[src/rtl/mem_bus_arbiter.sv]
`default_nettype none
// ============================================================================
// Module   : mem_bus_arbiter
// Brief    : Round-robin IFU/LSU arbiter onto one memory port with a watchdog.
// Revision : 1.0 - initial release
// ============================================================================
module mem_bus_arbiter #(
  parameter int ADDR_W  = 32,
  parameter int DATA_W  = 32,
  parameter int TIMEOUT = 255
) (
  input  logic                clock,
  input  logic                reset,
  input  logic                ifu_reqValid,
  input  logic [ADDR_W-1:0]   ifu_addr,
  output logic                ifu_respValid,
  output logic [DATA_W-1:0]   ifu_rdata,
  input  logic                lsu_reqValid,
  input  logic [ADDR_W-1:0]   lsu_addr,
  input  logic                lsu_wen,
  input  logic [DATA_W-1:0]   lsu_wdata,
  input  logic [DATA_W/8-1:0] lsu_wmask,
  output logic                lsu_respValid,
  output logic [DATA_W-1:0]   lsu_rdata,
  output logic                mem_reqValid,
  input  logic                mem_reqReady,
  output logic [ADDR_W-1:0]   mem_addr,
  output logic                mem_wen,
  output logic [DATA_W-1:0]   mem_wdata,
  output logic [DATA_W/8-1:0] mem_wmask,
  input  logic                mem_respValid,
  input  logic [DATA_W-1:0]   mem_rdata,
  output logic                busy,
  output logic                timeout_err
);

  localparam int                c_MASK_W       = DATA_W / 8;
  localparam logic [7:0]        c_TIMEOUT_LAST = 8'(TIMEOUT - 1);
  localparam logic [DATA_W-1:0] c_TIMEOUT_DATA = DATA_W'(32'hDEADBEEF);

  typedef enum logic [1:0] {
    S_IDLE = 2'd0,
    S_REQ  = 2'd1,
    S_WAIT = 2'd2,
    S_RESP = 2'd3
  } state_t;

  state_t                r_state;
  logic                  r_owner_lsu;
  logic                  r_last_lsu;
  logic [7:0]            r_cnt;
  logic [ADDR_W-1:0]     r_addr;
  logic                  r_wen;
  logic [DATA_W-1:0]     r_wdata;
  logic [c_MASK_W-1:0]   r_wmask;
  logic                  r_mem_req_valid;
  logic                  r_busy;
  logic                  r_timeout_err;
  logic                  r_ifu_resp_valid;
  logic                  r_lsu_resp_valid;
  logic [DATA_W-1:0]     r_ifu_rdata;
  logic [DATA_W-1:0]     r_lsu_rdata;

  logic                  w_grant_lsu;
  logic                  w_resp_hit;
  logic                  w_expire;
  logic [DATA_W-1:0]     w_fin_data;

  // On a tie the requester that did not win last time is served.
  assign w_grant_lsu = lsu_reqValid & (~ifu_reqValid | ~r_last_lsu);
  assign w_resp_hit  = ((r_state == S_REQ) & mem_reqReady & mem_respValid) |
                       ((r_state == S_WAIT) & mem_respValid);
  // A response landing on the expiry cycle takes priority over the watchdog.
  assign w_expire    = ((r_state == S_REQ) | (r_state == S_WAIT)) & ~w_resp_hit &
                       (r_cnt == c_TIMEOUT_LAST);
  assign w_fin_data  = w_expire ? c_TIMEOUT_DATA : (r_wen ? '0 : mem_rdata);

  always_ff @(posedge clock or negedge reset) begin
    if (!reset) begin
      r_state          <= S_IDLE;
      r_owner_lsu      <= 1'b0;
      r_last_lsu       <= 1'b0;
      r_cnt            <= '0;
      r_addr           <= '0;
      r_wen            <= 1'b0;
      r_wdata          <= '0;
      r_wmask          <= '0;
      r_mem_req_valid  <= 1'b0;
      r_busy           <= 1'b0;
      r_timeout_err    <= 1'b0;
      r_ifu_resp_valid <= 1'b0;
      r_lsu_resp_valid <= 1'b0;
      r_ifu_rdata      <= '0;
      r_lsu_rdata      <= '0;
    end else begin
      case (r_state)
        S_IDLE: begin
          if (ifu_reqValid || lsu_reqValid) begin
            r_owner_lsu     <= w_grant_lsu;
            r_last_lsu      <= w_grant_lsu;
            r_addr          <= w_grant_lsu ? lsu_addr : ifu_addr;
            r_wen           <= w_grant_lsu & lsu_wen;
            r_wdata         <= w_grant_lsu ? lsu_wdata : '0;
            r_wmask         <= w_grant_lsu ? lsu_wmask : '0;
            r_cnt           <= '0;
            r_mem_req_valid <= 1'b1;
            r_busy          <= 1'b1;
            r_state         <= S_REQ;
          end
        end
        S_REQ, S_WAIT: begin
          r_cnt <= r_cnt + 8'd1;
          if (w_resp_hit || w_expire) begin
            r_mem_req_valid <= 1'b0;
            r_timeout_err   <= r_timeout_err | w_expire;
            if (r_owner_lsu) begin
              r_lsu_resp_valid <= 1'b1;
              r_lsu_rdata      <= w_fin_data;
            end else begin
              r_ifu_resp_valid <= 1'b1;
              r_ifu_rdata      <= w_fin_data;
            end
            r_state <= S_RESP;
          end else if ((r_state == S_REQ) && mem_reqReady) begin
            r_mem_req_valid <= 1'b0;
            r_state         <= S_WAIT;
          end
        end
        S_RESP: begin
          r_ifu_resp_valid <= 1'b0;
          r_lsu_resp_valid <= 1'b0;
          r_busy           <= 1'b0;
          r_state          <= S_IDLE;
        end
        default: r_state <= S_IDLE;
      endcase
    end
  end

  assign ifu_respValid = r_ifu_resp_valid;
  assign ifu_rdata     = r_ifu_rdata;
  assign lsu_respValid = r_lsu_resp_valid;
  assign lsu_rdata     = r_lsu_rdata;
  assign mem_reqValid  = r_mem_req_valid;
  assign mem_addr      = r_addr;
  assign mem_wen       = r_wen;
  assign mem_wdata     = r_wdata;
  assign mem_wmask     = r_wmask;
  assign busy          = r_busy;
  assign timeout_err   = r_timeout_err;

endmodule
`default_nettype wire

[config.mk]
export PLATFORM = sky130hd
export DESIGN_NAME = mem_bus_arbiter
export DESIGN_NICKNAME = d
export VERILOG_FILES = /design/src/rtl/mem_bus_arbiter.sv
export SDC_FILE = /design/constraint.sdc
export NUM_CORES = 1
export LEC_CHECK = 0
export ABC_AREA = 1
export BUFFER_PORTS_ARGS = -buffer_cell sky130_fd_sc_hd__clkbuf_2
export CAP_MARGIN = 15
export CELL_PAD_IN_SITES_DETAIL_PLACEMENT = 1
export CELL_PAD_IN_SITES_GLOBAL_PLACEMENT = 1
export CORE_UTILIZATION = 34
export DETAILED_ROUTE_END_ITERATION = 10
export HOLD_SLACK_MARGIN = 0.1
export PLACE_DENSITY_LB_ADDON = 0.1
export SLEW_MARGIN = 5
export SYNTH_ARGS = -nofsm -noshare
export SYNTH_HDL_FRONTEND = slang
export SYNTH_SLANG_ARGS = --single-unit
[constraint.sdc]
create_clock -name clock -period 2.35 [get_ports clock]
set_input_delay 0.3525 -clock clock [delete_from_list [all_inputs] [get_ports clock]]
set_output_delay 0.3525 -clock clock [all_outputs]
set_load 0.01 [all_outputs]
==> metrics <==
Critical Path Start Type=flop; Yosys top cell by area=dfrtp_1; Max Cap Viol=0; fin. max-slew vios=0; DRC Markers=0; Post-synth top cells=nand2_1, dfrtp_1, nor2_1, o21ai_0; Worst path top cell family by delay=buffers and inverters; R2R Path End=lsu_rdata[0]; grt ovf=0; num rows=49; GRT Overall Usage=22.2%; clock share of power=23.1%; setup TNS=0 ns; critical path required time=2.62 ns; antenna-violating nets left=0; switching share of total power=40.9%; final net count=1167; area share of the largest cell type after synthesis=58.1%; register share of total power=36.9%; Post-Place Cells=1231; RSZ-0062 raised after global routing=no; synth top area cells=dfrtp_1, nand2_1, o21ai_0, nor2_1, nand3_1; clock slew at reported path FFs=0.07 ns; CP max stage delay=0.50 ns; DR iter-0 viols=220; worst-margin pin slew=1.09 ns; die height=139 µm; worst vdd ir=503 µV; DP Area=0.00806 mm²; worst r2r src=r_state[0]; First-pass DRT Iterations=4; CP max-delay cell=buf_4; Core Area=0.0182 mm²; Hold Vio Cnt, Final=0; Root Buffer=clkbuf_16; Period Utilization, post-route=87.3%; Initial Util=35.3%; H-Tree Depth=4; Port Buffer Count=276; WP buf/inv=2; vias post-DR=6013; Setup crit end=lsu_rdata[0]; Slew HR=27.2%; total die area=0.0194 mm²; initial antenna violation count=0; crit path DAT=2.32 ns; yosys warns=0; R2R cell count=9; cell area after layout=0.00866 mm²; Clock Skews=0.0111 ns; routability cong.=0.740; CTS Buffer Depth=2; fmax=487 MHz; critical path depth in cells=9; ys async rst share=100%; syn_nets=902; min Tclk post-route=2.05 ns; num ports=277; Net Sw Power=4920 µW; unique cell type count in the Yosys netlist=24; Comb pwr share=40.0%; synthesized flop and latch total=149; count leader, synth=nand2_1; CTS tree=done; Die Width=139 µm; register area share after synthesis=58.1%; crit path kind=flop to flop; prevailing post-synth register cell=dfrtp_1; postcts setup bufs=0; number of synthesized flops with an enable pin=0; cells after synthesis=757; Via-to-Cell Ratio=4.76; post-CTS sizing=0; HPWL after detailed placement=14.5 mm; CP cell instances=inv_1, ha_1, nand2_1, nor2_1, nand2_1, nand2_2, nand3_2, buf_4, o21ai_0; CTS Buf Count=17; highest net fanout along the worst path=64; Post-Syn Area=0.00642 mm²; Cell Int Power=7100 µW; largest net degree at the start of global routing=70; Min-Delay Path Class=input pin to flop; crit path capture type=flop; global-route wire length before repair=33.7 mm; Clock Latency Late Sink=0.42 ns; final WL=20.4 mm; CTS Sinks=149; ANT cells=0; PwrDens=1390 mW/mm²; static leakage=0.00478 µW; Routed WL per cell=16.1 µm; crit path from=r_state[0]; Setup-failing EPs final=0; vias in the first global route=6367; Synth-to-Final Area Change=34.9%; status=finished clean; final cell count without fillers=1264; flop-to-flop setup slack=0.30 ns; Avg Synthesized Cell Area=8.48 µm²; Most common cell on crit path=nand2_1; layout cells sized above 1=32.7%
## metrics by stage
stage          hold slack [ns]  utilization [%]  worst slack, ns  total power, µW
5_1_grt                  0.142             47.6           0.0999            13000
3_5_place_dp             0.330             44.3            0.280             9360
6_report                 0.149             47.6            0.298            12000
2_1_floorplan           0.0569                -            0.493             7140
3_3_place_gp             0.333             44.3            0.367             9210
4_1_cts                  0.127             47.6            0.252            12200
## cell type report
| cell class | count | area, µm² |
|---|---|---|
| clock buffer | 18 | 429 |
| sequential | 149 | 3730 |
| inverter | 53 | 199 |
| tap | 229 | 287 |
| clock inverter | 14 | 166 |
| timing repair buffer | 290 | 1530 |
| fill | 2219 | 9550 |
| multi-input combinational | 511 | 2320 |
## sequential cells by signal, summed over array words and instances, names as in the netlist, 2 cells and up
name,cells
mem_wdata,32
mem_addr,32
ifu_rdata,32
mem_wmask,4
lsu_rdata,32
r_cnt,8
r_state,2
## layout by cell type, fill, tap and decap left out, types with 2 or more instances in the layout
| master | instances |
|---|---|
| bufinv_16 | 2 |
| clkinv_4 | 2 |
| nand3_2 | 3 |
| inv_1 | 51 |
| nand2_1 | 208 |
| inv_8 | 2 |
| inv_6 | 5 |
| buf_4 | 10 |
| clkinvlp_4 | 3 |
| o21ai_2 | 10 |
| nand3_1 | 52 |
| ha_1 | 6 |
| clkbuf_2 | 275 |
| dfrtp_1 | 149 |
| buf_12 | 3 |
| a21oi_1 | 6 |
| o21ai_1 | 52 |
| clkbuf_16 | 17 |
| nor2_1 | 88 |
| o21ai_0 | 75 |
| nand4_1 | 4 |
## how the worst min path moves through the flow
stage,from,to,slack [ns],depth (start not counted)
final,lsu_wmask[0],mem_wmask[0],0.15,3
after global routing,lsu_wdata[28],mem_wdata[28],0.14,3
after CTS,lsu_wmask[0],mem_wmask[0],0.13,3
after detailed placement,reset,timeout_err,0.33,1
after global placement,reset,timeout_err,0.33,1
after floorplan,reset,busy,0.06,0
## metal layers
metal / GRT usage (%) / wire [µm] / vias to the layer above
li1: - / - / 2950
met1: 26.8 / 8620 / 2833
met2: 36.6 / 9730 / 205
met3: 7.67 / 1700 / 25
met4: 7.84 / 366 / 0
met5: 0 / 0 / -
## kinds of logic after synthesis
logic type	share of synthesized area, %
and+or+nand+nor	22.4
DFF	58.1
adders and majority gates	1.17
buffers and inverters	6.23
AOI/OAI and AO/OA	12.1
## power by group through the flow
stage          sequential [µW]  combinational (µW)  clock (µW)
6_report                  4430                4810        2780
5_1_grt                   4590                5420        2970
4_1_cts                   4450                4910        2840
3_5_place_dp              4460                4890           0
3_3_place_gp              4440                4770           0
2_1_floorplan             4870                2270           0
## tightest hold or removal path, stage by stage
cell	delay (ns)
clkbuf_2	0.08
nand3_1	0.06
nand2_1	0.05
## what timing repair did
action                     in CTS  in global routing
hold endpoints to repair       46                  0
hold buffers                    1                  0
setup endpoints to repair       0                  0
(Power assumes the default switching activity.)
